===== src/rtl/count_step_monitor_if.sv =====
// Bundle between the upstream counter/consumer side and the step monitor.
// The master drives the sample, compare value and acknowledge; the slave returns flags and the event.
interface count_step_monitor_if #(
    parameter int WRAP_W = 8
);
    logic [3:0]        q_in;
    logic [3:0]        cmp;
    logic              ack;
    logic              match;
    logic [WRAP_W-1:0] wrap_cnt;
    logic              evt_valid;
    logic [1:0]        evt_code;
    logic              overrun;
    logic              evt_pend;

    // Event handshake: evt_valid/evt_code hold stable until ack is sampled high
    // while evt_valid is set; ack with evt_valid low has no effect.
    modport master (
        output q_in, cmp, ack,
        input  match, wrap_cnt, evt_valid, evt_code, overrun, evt_pend
    );

    modport slave (
        input  q_in, cmp, ack,
        output match, wrap_cnt, evt_valid, evt_code, overrun, evt_pend
    );
endinterface


===== src/rtl/count_step_monitor.sv =====
// Watches a 4-bit up-counter, classifies each sample against the previous one,
// tallies wraps and presents one pending event at a time to a consumer.
module count_step_monitor #(
    parameter int WRAP_W = 8
) (
    input logic                c,
    input logic                clr,
    count_step_monitor_if.slave bus
);
    typedef enum logic { IDLE = 1'b0, PEND = 1'b1 } evt_state_t;

    localparam logic [1:0]        CODE_NONE  = 2'b00;
    localparam logic [1:0]        CODE_WRAP  = 2'b01;
    localparam logic [1:0]        CODE_JUMP  = 2'b10;
    localparam logic [1:0]        CODE_MATCH = 2'b11;
    localparam logic [WRAP_W-1:0] WRAP_MAX   = '1;

    evt_state_t        state;
    logic [3:0]        prev;
    logic              primed;
    logic              match_q;
    logic [WRAP_W-1:0] wrap_cnt_q;
    logic              evt_valid_q;
    logic [1:0]        evt_code_q;
    logic              overrun_q;

    logic [3:0] prev_inc;
    logic       is_hold;
    logic       is_wrap;
    logic       is_step;
    logic       is_jump;
    logic       is_match;
    logic [1:0] new_code;

    assign prev_inc = prev + 4'd1;
    assign is_hold  = (bus.q_in == prev);
    assign is_wrap  = (prev == 4'd15) && (bus.q_in == 4'd0);
    assign is_step  = (bus.q_in == prev_inc) && (prev != 4'd15);
    assign is_jump  = !is_hold && !is_wrap && !is_step;
    assign is_match = (bus.q_in == bus.cmp);

    // The first sample after reset has no valid predecessor, so it raises nothing.
    always_comb begin
        new_code = CODE_NONE;
        if (primed) begin
            if (is_jump)       new_code = CODE_JUMP;
            else if (is_wrap)  new_code = CODE_WRAP;
            else if (is_match) new_code = CODE_MATCH;
        end
    end

    always_ff @(posedge c or posedge clr) begin
        if (clr) begin
            state       <= IDLE;
            prev        <= 4'd0;
            primed      <= 1'b0;
            match_q     <= 1'b0;
            wrap_cnt_q  <= '0;
            evt_valid_q <= 1'b0;
            evt_code_q  <= CODE_NONE;
            overrun_q   <= 1'b0;
        end else begin
            prev    <= bus.q_in;
            primed  <= 1'b1;
            match_q <= is_match;

            if (primed && is_wrap && (wrap_cnt_q != WRAP_MAX))
                wrap_cnt_q <= wrap_cnt_q + 1'b1;

            case (state)
                IDLE: begin
                    if (new_code != CODE_NONE) begin
                        state       <= PEND;
                        evt_valid_q <= 1'b1;
                        evt_code_q  <= new_code;
                    end
                end
                PEND: begin
                    if (bus.ack) begin
                        if (new_code != CODE_NONE) begin
                            evt_code_q <= new_code;
                        end else begin
                            state       <= IDLE;
                            evt_valid_q <= 1'b0;
                            evt_code_q  <= CODE_NONE;
                        end
                    end else if (new_code != CODE_NONE) begin
                        overrun_q <= 1'b1;
                    end
                end
                default: begin
                    state       <= IDLE;
                    evt_valid_q <= 1'b0;
                    evt_code_q  <= CODE_NONE;
                end
            endcase
        end
    end

    assign bus.match     = match_q;
    assign bus.wrap_cnt  = wrap_cnt_q;
    assign bus.evt_valid = evt_valid_q;
    assign bus.evt_code  = evt_code_q;
    assign bus.overrun   = overrun_q;
    assign bus.evt_pend  = (state == PEND);
endmodule


===== src/flat_wrapper.sv =====
// flat-port wrapper written by rule: the top's interface ports become plain ports
module count_step_monitor_flat 
#(
    parameter int WRAP_W = 8
)
  (c, clr, bus_q_in, bus_cmp, bus_ack, bus_match, bus_wrap_cnt, bus_evt_valid, bus_evt_code, bus_overrun, bus_evt_pend);
  count_step_monitor_if #(.WRAP_W(WRAP_W)) bus_i ();
  input logic c;
  input logic clr;
  input wire logic [$bits(bus_i.q_in)-1:0] bus_q_in;
  input wire logic [$bits(bus_i.cmp)-1:0] bus_cmp;
  input wire logic [$bits(bus_i.ack)-1:0] bus_ack;
  output wire logic [$bits(bus_i.match)-1:0] bus_match;
  output wire logic [$bits(bus_i.wrap_cnt)-1:0] bus_wrap_cnt;
  output wire logic [$bits(bus_i.evt_valid)-1:0] bus_evt_valid;
  output wire logic [$bits(bus_i.evt_code)-1:0] bus_evt_code;
  output wire logic [$bits(bus_i.overrun)-1:0] bus_overrun;
  output wire logic [$bits(bus_i.evt_pend)-1:0] bus_evt_pend;
  assign bus_i.q_in = bus_q_in;
  assign bus_i.cmp = bus_cmp;
  assign bus_i.ack = bus_ack;
  assign bus_match = bus_i.match;
  assign bus_wrap_cnt = bus_i.wrap_cnt;
  assign bus_evt_valid = bus_i.evt_valid;
  assign bus_evt_code = bus_i.evt_code;
  assign bus_overrun = bus_i.overrun;
  assign bus_evt_pend = bus_i.evt_pend;
  count_step_monitor #(.WRAP_W(WRAP_W)) u_core (.c(c), .clr(clr), .bus(bus_i));
endmodule

===== config.mk =====
export PLATFORM = sky130hd
export DESIGN_NAME = count_step_monitor_flat
export DESIGN_NICKNAME = d
export VERILOG_FILES = /design/src/rtl/count_step_monitor_if.sv /design/src/rtl/count_step_monitor.sv /design/src/flat_wrapper.sv
export SDC_FILE = /design/constraint.sdc
export NUM_CORES = 1
export LEC_CHECK = 0
export BUFFER_PORTS_ARGS = -buffer_cell sky130_fd_sc_hd__buf_2
export CAP_MARGIN = 30
export CELL_PAD_IN_SITES_DETAIL_PLACEMENT = 1
export CELL_PAD_IN_SITES_GLOBAL_PLACEMENT = 1
export CORE_UTILIZATION = 42
export DETAILED_ROUTE_END_ITERATION = 10
export PLACE_DENSITY = 0.85
export SETUP_SLACK_MARGIN = 0.3
export SLEW_MARGIN = 5
export SYNTH_ARGS = -nofsm -noshare
export SYNTH_HDL_FRONTEND = slang
export SYNTH_SLANG_ARGS = --single-unit
export TNS_END_PERCENT = 100

===== constraint.sdc =====
create_clock -name c -period 2.7 [get_ports c]
set_input_delay 0.54 -clock c [delete_from_list [all_inputs] [get_ports c]]
set_output_delay 0.54 -clock c [all_outputs]
set_load 0.005 [all_outputs]

### Word-level counts from Yosys, hierarchy flattened

Index checks and enable logic that the tools add are counted.

* flip-flop bits (word level): 19
* input bits: 11
* output and inout port bits: 14
* word-level logic and storage cells: 50

* add/subtract/negate cells: 2
* equality and inequality tests: 9
* mux-type cells: 15
* bitwise operators: 2
* reduce and logical (&&, ||, !) cells: 14

Operator list (count)
* $mux 2: 7
* $eq 4x4->1: 3
* $add 8x1->8 const B: 1
* $ne 8x8->1 const B: 1
* $logic_and 1x1->1: 6
* $reduce_and 3->1: 2
* $mux 1: 5
* $add 4x1->4 const B: 1
* $eq 4x4->1 const B: 1
* $logic_not 4->1: 1
* $ne 2x2->1 const B: 2
* $ne 4x4->1 const B: 1
* $pmux 1 s2: 2
* $pmux 2 s2: 1
* $logic_not 1->1: 3
* $ne 2x1->1 const B: 1
* $not 1->1: 2
* $reduce_and 2->1: 1
* $reduce_bool 2->1: 1

### Depth between registers and ports, before layout

Gate-level depths: netlist of the first run.

* word-level depth: 11
* gate-level depth with buffers: 6
* mapped depth without buffers: 6

### Least setup slack after synthesis of the first run

No wires, ideal clock.

* kind: input -> register
* start point: input bus_q_in[2]
* end point: register u_core.evt_valid_q (netlist: u_core.bus.evt_valid)
* library setup time: 0.132 ns
* data arrival time: 1.702 ns
* required time: 2.568 ns
* slack: 0.866 ns
* stages on the path: 5
* buffers on the path: 0
* cells stage by stage: and4bb_1 > a211oi_1 > or4_4 > a221oi_1 > a211oi_1

* longest elaborated chain between the ends: 10
* elaborated cells between the ends (all ways): 19
* classes of those cells: eq/ne (5); mux (4); reduce/logical (10)

RTL lines
* from (decl): RTL line flat_wrapper.sv:10 `input wire logic [$bits(bus_i.q_in)-1:0] bus_q_in;`
* $logic_not 4->1: RTL line count_step_monitor.sv:37 `assign is_wrap = (prev == 4'd15) && (bus.q_in == 4'd0);`
* $logic_and 1x1->1: RTL line count_step_monitor.sv:37
* $logic_not 1->1: RTL line count_step_monitor.sv:39 `assign is_jump = !is_hold && !is_wrap && !is_step;`
* $logic_and 1x1->1 (2 in a row): RTL line count_step_monitor.sv:39
* $mux 2 (*): RTL line count_step_monitor.sv:46 `if (is_jump) new_code = CODE_JUMP;`
* $mux 2 (*): RTL line count_step_monitor.sv:45 `if (primed) begin`
* $reduce_bool 2->1 (*): RTL line count_step_monitor.sv:72, count_step_monitor.sv:80
* $ne 2x2->1 (no source line) / $ne 2x1->1 (equally long branches)
* $reduce_and 3->1 (no source line) (*)
* to (signal assigned): RTL line count_step_monitor.sv:74 `evt_valid_q <= 1'b1;`
* to (signal assigned): RTL line count_step_monitor.sv:84 `evt_valid_q <= 1'b0;`
* to (signal assigned): RTL line count_step_monitor.sv:93 `evt_valid_q <= 1'b0;`
* to (decl): RTL line count_step_monitor.sv:23 `logic evt_valid_q;`

Every way passes the cells marked *; elsewhere a longest branch is shown, timed or not.
A chain may end at the register's enable or synchronous reset.

### Worst setup path in the final report of the first run

* start point: register u_core.prev[0]
* end point: register u_core.evt_code_q[1] (netlist: u_core.bus.evt_code[1])

* longest elaborated chain between the ends: 11
* elaborated cells between the ends (all ways): 22
* classes of those cells: add/sub (1); eq/ne (5); mux (7); reduce/logical (9)

RTL lines
* from (decl): RTL line count_step_monitor.sv:19 `logic [3:0] prev;`
* from (signal assigned): RTL line count_step_monitor.sv:63 `prev <= bus.q_in;`
* $add 4x1->4 / $eq 4x4->1 (equally long branches): RTL line count_step_monitor.sv:35, count_step_monitor.sv:37
* $eq 4x4->1 / $logic_and 1x1->1 (equally long branches): RTL line count_step_monitor.sv:38, count_step_monitor.sv:37
* $logic_and 1x1->1 / $logic_not 1->1 (equally long branches): RTL line count_step_monitor.sv:38, count_step_monitor.sv:39
* $logic_not 1->1 / $logic_and 1x1->1 (equally long branches): RTL line count_step_monitor.sv:39
* $logic_and 1x1->1: RTL line count_step_monitor.sv:39
* $mux 2 (*): RTL line count_step_monitor.sv:46
* $mux 2 (*): RTL line count_step_monitor.sv:45
* $reduce_bool 2->1: RTL line count_step_monitor.sv:72, count_step_monitor.sv:80
* $mux 2: RTL line count_step_monitor.sv:80 `if (new_code != CODE_NONE) begin`
* $mux 2: RTL line count_step_monitor.sv:79 `if (bus.ack) begin`
* $pmux 2 s2: RTL line count_step_monitor.sv:70 `case (state)`
* to (signal assigned): RTL line count_step_monitor.sv:75 `evt_code_q <= new_code;`
* to (signal assigned): RTL line count_step_monitor.sv:81 `evt_code_q <= new_code;`
* to (decl): RTL line count_step_monitor.sv:24 `logic [1:0] evt_code_q;`

Every way passes the cells marked *; elsewhere a longest branch is shown, timed or not. The select of a mux whose other input is x is not followed.

==> results of run 1 <==
==> report_power, final <==
group | total [mW] | internal, mW | switching (mW)
Clock | 0.145 | 0.0551 | 0.0904
Combinational | 0.0898 | 0.0416 | 0.0482
Sequential | 0.315 | 0.300 | 0.0153
==> registers in the layout (all words and copies together), names as in the netlist <==
name                  count
u_core.bus.evt_code       2
u_core.bus.evt_pend       1
u_core.bus.evt_valid      1
u_core.bus.match          1
u_core.bus.overrun        1
u_core.bus.wrap_cnt       8
u_core.prev               4
u_core.primed             1
==> final cells by class <==
| class | count | area, um2 |
|---|---|---|
| sequential | 19 | 475 |
| multi-input combinational | 65 | 467 |
| clock buffer | 3 | 22.5 |
| tap | 28 | 35.0 |
| fill | 268 | 1030 |
| clock inverter | 1 | 5.00 |
| timing repair buffer | 24 | 120 |
| inverter | 9 | 33.8 |
==> kinds of logic after synthesis <==
kind of cell    Yosys count
simple gates             30
fa+ha+maj                 2
buf+inv                   9
compound gates           15
flops                    19
other cells               1
xor+xnor                 17
==> cell usage in the layout, fill, tap and decap left out, drive strengths merged, types with 2 or more instances in the layout <==
| cell type | netlist | final |
|---|---|---|
| or4 | 2 | 2 |
| nand2 | 10 | 10 |
| a21oi | 2 | 2 |
| dfrtp | 19 | 19 |
| o21ai | 2 | 2 |
| nor2 | 2 | 2 |
| xnor2 | 11 | 11 |
| clkbuf | 0 | 3 |
| nand3 | 3 | 3 |
| ha | 2 | 2 |
| inv | 9 | 9 |
| nand4 | 3 | 3 |
| nor3 | 2 | 2 |
| a211oi | 3 | 3 |
| buf | 0 | 24 |
| xor2 | 6 | 6 |
==> critical path, cell delays in order (launching register included) <==
cell	delay [ns]
dfrtp_1	0.41
ha_1	0.24
nand4b_1	0.16
or4_4	0.48
and4_4	0.21
a211o_1	0.31
o22ai_1	0.14
==> per-layer routing <==
layer | wire [um] | up-vias | share of wire (%)
met5 | 0 | - | 0
met4 | 41 | 0 | 1.7
met3 | 75 | 4 | 3.2
met2 | 1290 | 16 | 55
met1 | 959 | 411 | 41
li1 | - | 382 | -
==> worst min-delay path by stage <==
stage / end / slack [ns]
floorplan: u_core.bus.overrun$_DFFE_PP0P_ / 0.46
detailed placement: u_core.bus.overrun$_DFFE_PP0P_ / 0.46
global route: u_core.bus.wrap_cnt[3]$_DFFE_PP0P_ / 0.40
finish: u_core.bus.wrap_cnt[2]$_DFFE_PP0P_ / 0.35
global placement: u_core.bus.overrun$_DFFE_PP0P_ / 0.45
CTS: u_core.bus.wrap_cnt[2]$_DFFE_PP0P_ / 0.37
==> metrics by stage <==
| step | hold WS [ns] | setup slack (ns) | utilization, % | instances |
|---|---|---|---|---|
| floorplan | 0.460 | 0.866 | - | 93 |
| global route | 0.399 | 0.474 | 52.9 | 149 |
| detailed placement | 0.465 | 0.570 | 51.6 | 145 |
| finish | 0.348 | 0.679 | 52.9 | 149 |
| global placement | 0.447 | 0.637 | 51.6 | 145 |
| CTS | 0.368 | 0.675 | 52.9 | 149 |
==> reports/summary.txt, run 1 <==
status: finished, final reports clean
RSZ-0062 raised after global routing: no
Post-CTS Hold Fix Bufs: 0
grt ovf: 0
Syn Nets: 106
design area: 0.00116 mm2
layout cells sized above 1: 26.4%
Core Region: 0.00219 mm2
async set-reset flop share out of synthesis: 100%
IO Count: 25
Port Buffer Count: 24
Setup crit start kind: flip-flop
Synth area leaders: dfrtp_1 49%, xnor2_1 9.9%, xor2_1 5.4%, nand2_1 3.8%, inv_1 3.5%
share of the synthesized area in the top cell type: 48.7%
worst-margin pin slew: 0.750 ns
CTS Buffer Depth: 2
number of synthesis warnings: 0
Max Transition Viols Final: 0
Setup Fix Bufs, Post-CTS: 0
Die Ht: 50.2 um
Pre-Repair DR Iteration Count: 4
combinational family with the most area after synthesis: simple AND/OR/NAND/NOR gates
post-synthesis compound-gate area fraction: 11.2%
Req. time, crit path: 2.93 ns
grt met3 use: 3.94%
Post-Syn Instances: 93
post-synth cell types: 32
Final ANT Viol Nets: 0
Num CTS Buffers: 3
final WL: 2370 um
CP Class: reg2reg
Nets: 135
count leader, synth: dfrtp_1
clk slew on worst S/H paths: 0.12 ns
Pwr Total: 0.550 mW
reg2reg end: u_core.bus.evt_code[1]$_DFFE_PP0P_
Fmax: 0.495 GHz
routed len/inst: 15.9 um
via count: 813
leakage: 0.612 nW
internal reg-to-reg setup slack: 0.68 ns
initial antenna violation count: 0
Initial Utilization: 44.5%
area leader, netlist: dfrtp_1
Simple-Gate Fraction of Synth Area: 18.5%
Slew HR: 50.0%
HPWL Detailed: 1800 um
fin crit period: 2.02 ns
post-synthesis mux area share: 0%
first-pass GRT wire length: 4060 um
Post-synth EDFFs: 0
vias in the first global route: 874
flops & latches, synth: 19
IR drop worst, VDD: 247 uV
max-cap viol count: 0
DRT iter0 DRCs: 18
die area: 0.00252 mm2
Clock H-tree levels: 1
M1 GR Usage: 24.1%
worst-skew pair later-pin latency: 0.30 ns
period utilization: 74.8%
setup_tns: 0 ns
Hold Vio Cnt, Final: 0
post-synthesis adder-cell area fraction: 2.56%
Power Density: 475 mW/mm2
root buffer cell: clkbuf_4
CTS tree: yes
Hold Crit Class: in2async
Total GRT Usage: 21.7%
# rows: 17
DRC violations left: 0
Post-CTS Resized: 0
Mean Syn Cell Area: 10.5 um2
die width: 50.2 um
ys flop type: dfrtp_1
Placer Congestion: 0.832
FF-to-FF path depth: 6
Via-to-Cell Ratio: 5.46
synthesized cell area: 976 um2
crit path capture type: flip-flop
largest net degree at the start of global routing: 20
Synth top cells by count: 19 x dfrtp_1, 11 x xnor2_1, 10 x nand2_1
CP max FO: 6
Layout area overhead: 18.7%
Final Setup Violations: 0
Clock Sinks: 19
diode count: 0
crit path DAT: 2.25 ns
Synth Area in XOR/XNOR: 15.3%
GR Util met2: 39.8%
Worst R2R Start: u_core.prev[0]$_DFF_PP0_
GRT busiest layer: met2
sequential area share after synthesis: 48.7%
dpl cell area: 0.00113 mm2
clock skew: 0.00905 ns
Setup crit start: u_core.prev[0]$_DFF_PP0_
worst setup path end: u_core.bus.evt_code[1]$_DFFE_PP0P_
(Power assumes the default switching activity.)
==> run 2, diff against run 1 <==
--- a/config.mk
+++ b/config.mk
@@ -9,9 +9,9 @@
 export CAP_MARGIN = 30
 export CELL_PAD_IN_SITES_DETAIL_PLACEMENT = 1
 export CELL_PAD_IN_SITES_GLOBAL_PLACEMENT = 1
-export CORE_UTILIZATION = 42
+export CORE_UTILIZATION = 35
 export DETAILED_ROUTE_END_ITERATION = 10
-export PLACE_DENSITY = 0.85
+export PLACE_DENSITY = 0.76
 export SETUP_SLACK_MARGIN = 0.3
 export SLEW_MARGIN = 5
 export SYNTH_ARGS = -nofsm -noshare
==> constraint.sdc (replaced) <==
create_clock -name c -period 1.8 [get_ports c]
set_input_delay 0.36 -clock c [delete_from_list [all_inputs] [get_ports c]]
set_output_delay 0.36 -clock c [all_outputs]
set_load 0.005 [all_outputs]
==> reports/summary.txt, run 2 (synthesis gave the netlist of run 1 again) <==
CP Class: reg2reg
Port Buffer Count: 24 (unchanged)
grt ovf: 0 (unchanged)
Die Ht: 54.8 um (+9.2%)
vias in the first global route: 861 (-1.5%)
fin crit period: 1.86 ns (-0.162 ns)
final WL: 2410 um (+1.9%)
crit path DAT: 2.09 ns (-0.16 ns)
root buffer cell: clkbuf_4
Clock H-tree levels: 1 (unchanged)
Hold Crit Class: in2async
clock skew: 0.00575 ns (-0.00330 ns)
IO Count: 25 (unchanged)
largest net degree at the start of global routing: 20 (unchanged)
Pwr Total: 0.860 mW (+56%)
DRC violations left: 0 (unchanged)
Max Transition Viols Final: 0 (unchanged)
Final ANT Viol Nets: 0 (unchanged)
metal2 WL: 1350 um (+5.0%)
Total GRT Usage: 19.8% (-1.9 points)
failing checks: setup timing
Num CTS Buffers: 3 (unchanged)
Placer Congestion: 0.808 (-2.8%)
Via-to-Cell Ratio: 5.17 (-5.2%)
cells along the critical path: ha_4 -> nand4b_1 -> or4_4 -> and4_4 -> a211o_1 -> o22ai_1
diode count: 0 (unchanged)
CP max stage cell: or4_4
crit path capture type: flip-flop
via count: 843 (+3.7%)
Hold Vio Cnt, Final: 0 (unchanged)
initial antenna violation count: 0 (unchanged)
top routing layer used: met4
Storage cell area: 475 um2 (unchanged)
RSZ-0062 raised after global routing: yes
Fmax: 0.538 GHz (+8.7%)
layout cells sized above 1: 40.6% (+14 points)
status: finished with violations
Clock Sinks: 19 (unchanged)
number of fill cells in the layout: 302 (+13%)
first-pass GRT wire length: 4100 um (+1.0%)
die width: 54.8 um (+9.2%)
max-cap viol count: 0 (unchanged)
Post-CTS Hold Fix Bufs: 0 (unchanged)
worst-margin pin slew: 0.562 ns (-0.188 ns)
die area: 0.00300 mm2 (+19%)
leakage: 0.681 nW (+11%)
Setup crit start kind: flip-flop
CTS Buffer Depth: 2 (unchanged)
routed len/inst: 14.8 um (-6.8%)
most common cell after layout, fill and taps aside: buf_2
HPWL Detailed: 1820 um (+1.5%)
Slew HR: 62.4% (+12 points)
CP max FO: 5 (-1)
Layout area overhead: 35.5%
met1 WL: 950 um (-0.94%)
DRT iter0 DRCs: 3 (-15)
CTS tree: yes
clk slew on worst S/H paths: 0.11 ns (about the same)
max reg flops: 8 (unchanged)
final worst slack: -0.0585 ns (-0.738 ns)
worst-skew pair later-pin latency: 0.30 ns (about the same)
Pre-Repair DR Iteration Count: 3 (-1)
Initial Utilization: 38.3% (-6.2 points)
Req. time, crit path: 2.03 ns (-0.90 ns)
Power Density: 650 mW/mm2 (+37%)
Core Region: 0.00254 mm2 (+16%)
met3 wire length: 93 um (+24%)
IR drop worst, VDD: 413 uV (+67%)
multi-input logic area: 536 um2 (+15%)
# rows: 18 (+1)
final core utilization: 52.0% (-0.92 points)
Final Setup Violations: 2 (+2)
most frequent cells in the layout: 24 x buf_2, 19 x dfrtp_1, 11 x buf_4
Critical Path Max Stage Delay: 0.47 ns (about the same)
Nets: 147 (+8.9%)
period utilization: 103% (+28 points)
run 2: changes by cell type in the layout (fill, tap and decap cells not counted), sizes merged:
cell,delta
clkinv,-1
buf,+12
clkbuf,+1
run 2: worst max-delay path, delay by kind of cell, from the launching register on:
family	cells	cell delay, ns
AOI/OAI and AO/OA	2	0.42
and+or+nand+nor	3	0.79
DFF	1	0.41
adders and majority gates	1	0.16
run 2: final timing paths:
kind                                                     start                                 end  slack [ns]  cells after the start
worst min register to register  u_core.bus.overrun$_DFFE_PP0P_      u_core.bus.overrun$_DFFE_PP0P_        0.47                      2
min in group c                                     bus_q_in[2]            u_core.prev[2]$_DFF_PP0_        0.22                      1
worst max register to register        u_core.prev[0]$_DFF_PP0_  u_core.bus.evt_code[1]$_DFFE_PP0P_       -0.06                      6
worst min-delay path                                       clr  u_core.bus.wrap_cnt[2]$_DFFE_PP0P_        0.05                      3
worst max-delay path                  u_core.prev[0]$_DFF_PP0_  u_core.bus.evt_code[1]$_DFFE_PP0P_       -0.06                      6
max in group asynchronous                                  clr  u_core.bus.wrap_cnt[0]$_DFFE_PP0P_        1.55                      3
run 2: per-stage QoR:
step	setup WS, ns	instance area (um2)	TNS (ns)	instances	hold WS [ns]
finish	-0.0585	1320	-0.115	163	0.0528
global route	-0.162	1320	-1.14	163	0.0870
CTS	-0.105	1300	-0.229	163	0.0581
detailed placement	-0.104	1210	-0.317	156	0.399
global placement	-0.0300	1210	-0.0722	156	0.392
floorplan	-0.000846	986	-0.000846	93	0.311
run 2: cell type report:
type                    instances  share of cell area [%]
well taps                      30                    2.84
multi-input cells              65                    40.5
clock buffers                   4                    1.99
flip-flops and latches         19                    36.0
repair buffers                 36                    16.2
inverters                       9                    2.55
run 2: routing by layer:
layer	GRT usage [%]	vias up
met2	36.3	19
met4	2.56	0
met1	22.7	417
met5	0	-
li1	-	405
met3	6.11	2
run 2: timing repair:
| action | 4_1_cts | 5_1_grt |
|---|---|---|
| pin swaps | 13 | 4 |
| endpoints found under the setup margin | 13 | 13 |
| cloned | 0 | 0 |
| resized for setup | 7 | 5 |
| buffers inserted | 3 | 0 |
run 2: power by group:
group	total (mW)	switching [mW]	internal (mW)
Sequential	0.473	0.0236	0.450
Clock	0.224	0.138	0.0864
Combinational	0.163	0.0799	0.0828
==> run 3, diff against run 2 <==
--- a/config.mk
+++ b/config.mk
@@ -9,6 +9,7 @@
 export CAP_MARGIN = 30
 export CELL_PAD_IN_SITES_DETAIL_PLACEMENT = 1
 export CELL_PAD_IN_SITES_GLOBAL_PLACEMENT = 1
+export CORE_MARGIN = 2
 export CORE_UTILIZATION = 35
 export DETAILED_ROUTE_END_ITERATION = 10
 export PLACE_DENSITY = 0.76
==> reports/summary.txt, run 3 (synthesis gave the netlist of run 1 again) <==
die width: 56.8 um (+3.6%)
failing checks: setup timing
# rows: 19 (+1)
root buffer cell: clkbuf_4
status: finished with violations
CTS tree: yes
layout cells sized above 1: 44.8% (+4.2 points)
Final ANT Viol Nets: 0 (unchanged)
max reg flops: 8 (unchanged)
leakage: 0.675 nW (-0.91%)
Placer Congestion: 0.823 (+1.8%)
dpl cell area: 0.00120 mm2 (-0.52%)
initial antenna violation count: 0 (unchanged)
DRC violations left: 0 (unchanged)
crit path DAT: 2.16 ns (+0.07 ns)
final worst slack: -0.113 ns (-0.0544 ns)
Fmax: 0.523 GHz (-2.8%)
most common cell after layout, fill and taps aside: buf_2
sequential share of power: 55.2% (+0.2 points)
Clk pwr share: 26.2% (about the same)
period utilization: 106% (+3.0 points)
combinational group share of total power: 18.6% (-0.3 points)
CP Class: reg2reg
RSZ-0062 raised after global routing: yes
Via-to-Cell Ratio: 5.22 (+1.0%)
most frequent cells in the layout: 24 x buf_2, 19 x dfrtp_1, 12 x buf_4
DRT iter0 DRCs: 12 (+9)
max-cap viol count: 0 (unchanged)
IR drop worst, VDD: 484 uV (+17%)
Hold Crit Class: in2async
die area: 0.00323 mm2 (+7.4%)
first-pass GRT wire length: 4280 um (+4.5%)
Post-CTS Hold Fix Bufs: 0 (unchanged)
Power Density: 627 mW/mm2 (-3.6%)
Setup crit start kind: flip-flop
Clock H-tree levels: 1 (unchanged)
largest net degree at the start of global routing: 20 (unchanged)
Num CTS Buffers: 3 (unchanged)
HPWL Detailed: 1750 um (-4.2%)
Pwr Total: 0.858 mW (-0.28%)
Nets: 148 (+0.68%)
Final Setup Violations: 5 (+3)
final hold slack: 0.0480 ns (-0.00482 ns)
Int Pwr: 0.613 mW (-0.93%)
vias in the first global route: 933 (+8.4%)
setup_tns: -0.362 ns (-0.247 ns)
Hold Vio Cnt, Final: 0 (unchanged)
Max Transition Viols Final: 0 (unchanged)
routed len/inst: 15.3 um (+3.1%)
Die Ht: 56.8 um (+3.6%)
via count: 862 (+2.3%)
worst-skew pair later-pin latency: 0.31 ns (about the same)
diode count: 0 (unchanged)
CTS Buffer Depth: 2 (unchanged)
final WL: 2520 um (+4.4%)
Clock Sinks: 19 (unchanged)
CP max FO: 5 (unchanged)
design area: 0.00137 mm2 (+3.4%)
Layout area overhead: 40.1%
crit path capture type: flip-flop
Sw Pwr: 0.245 mW (+1.4%)
grt ovf: 0 (unchanged)
clk slew on worst S/H paths: 0.11 ns (about the same)
Pre-Repair DR Iteration Count: 2 (-1)
Initial Utilization: 36.0% (-2.3 points)
clock skew: 0.000931 ns (-0.00482 ns)
fin crit period: 1.91 ns (+0.0544 ns)
Req. time, crit path: 2.04 ns (about the same)
Core Region: 0.00271 mm2 (+6.5%)
FF-to-FF path depth: 6 (unchanged)
IO Count: 25 (unchanged)
Sw Share: 28.5% (+0.47 points)
Port Buffer Count: 24 (unchanged)
Total GRT Usage: 17.3% (-2.5 points)
[run 3: metrics by stage]
step,setup WS [ns],std cells,utilization [%]
2_1_floorplan,-0.000846,93,-
3_3_place_gp,-0.0702,156,44.5
3_5_place_dp,-0.123,156,44.5
4_1_cts,-0.104,163,47.8
5_1_grt,-0.212,165,50.5
6_report,-0.113,165,50.5
[run 3: final cells by class]
class | instances | area [um2]
fill | 309 | 1340
tap | 31 | 38.8
multi-input combinational | 65 | 571
sequential | 19 | 475
clock inverter | 1 | 5.00
inverter | 9 | 33.8
timing repair buffer | 37 | 221
clock buffer | 3 | 22.5
[run 3: worst paths after layout]
kind                                                start                                  to  slack, ns
min in group c                                bus_q_in[2]            u_core.prev[2]$_DFF_PP0_       0.23
min                                                   clr             u_core.primed$_DFF_PP0_       0.05
max                              u_core.prev[0]$_DFF_PP0_  u_core.bus.evt_code[0]$_DFFE_PP0P_      -0.11
max in group asynchronous                             clr            u_core.prev[3]$_DFF_PP0_       1.56
max reg2reg                      u_core.prev[0]$_DFF_PP0_  u_core.bus.evt_code[0]$_DFFE_PP0P_      -0.11
min reg2reg                u_core.bus.overrun$_DFFE_PP0P_      u_core.bus.overrun$_DFFE_PP0P_       0.49
[run 3: repair_timing]
action                                 CTS  global route
buffers inserted                         3             2
endpoints found under the hold margin    0             0
setup endpoints to repair               13            13
pin swaps                               10            13
resized for setup                       10            11
[run 3: critical path: stages (launching register included)]
cell and delay [ns]:
dfrtp_1 0.41, ha_4 0.16, nand4b_1 0.15, or4_4 0.56
and4_4 0.19, a211o_1 0.27, o21ai_1 0.12
[run 3: power by group through the flow]
stage / clock [mW] / combinational [mW] / sequential, mW
2_1_floorplan: 0 / 0.0812 / 0.479
3_3_place_gp: 0 / 0.143 / 0.478
3_5_place_dp: 0 / 0.148 / 0.480
4_1_cts: 0.230 / 0.153 / 0.471
5_1_grt: 0.248 / 0.177 / 0.477
6_report: 0.224 / 0.160 / 0.473
[run 3: per-layer routing]
metal	GRT usage, %	vias to the layer above	wire length (um)
met2	32.7	18	1370
li1	-	406	-
met1	18.5	431	1000
met3	5.07	7	105
met5	0	-	0
met4	4.65	0	34
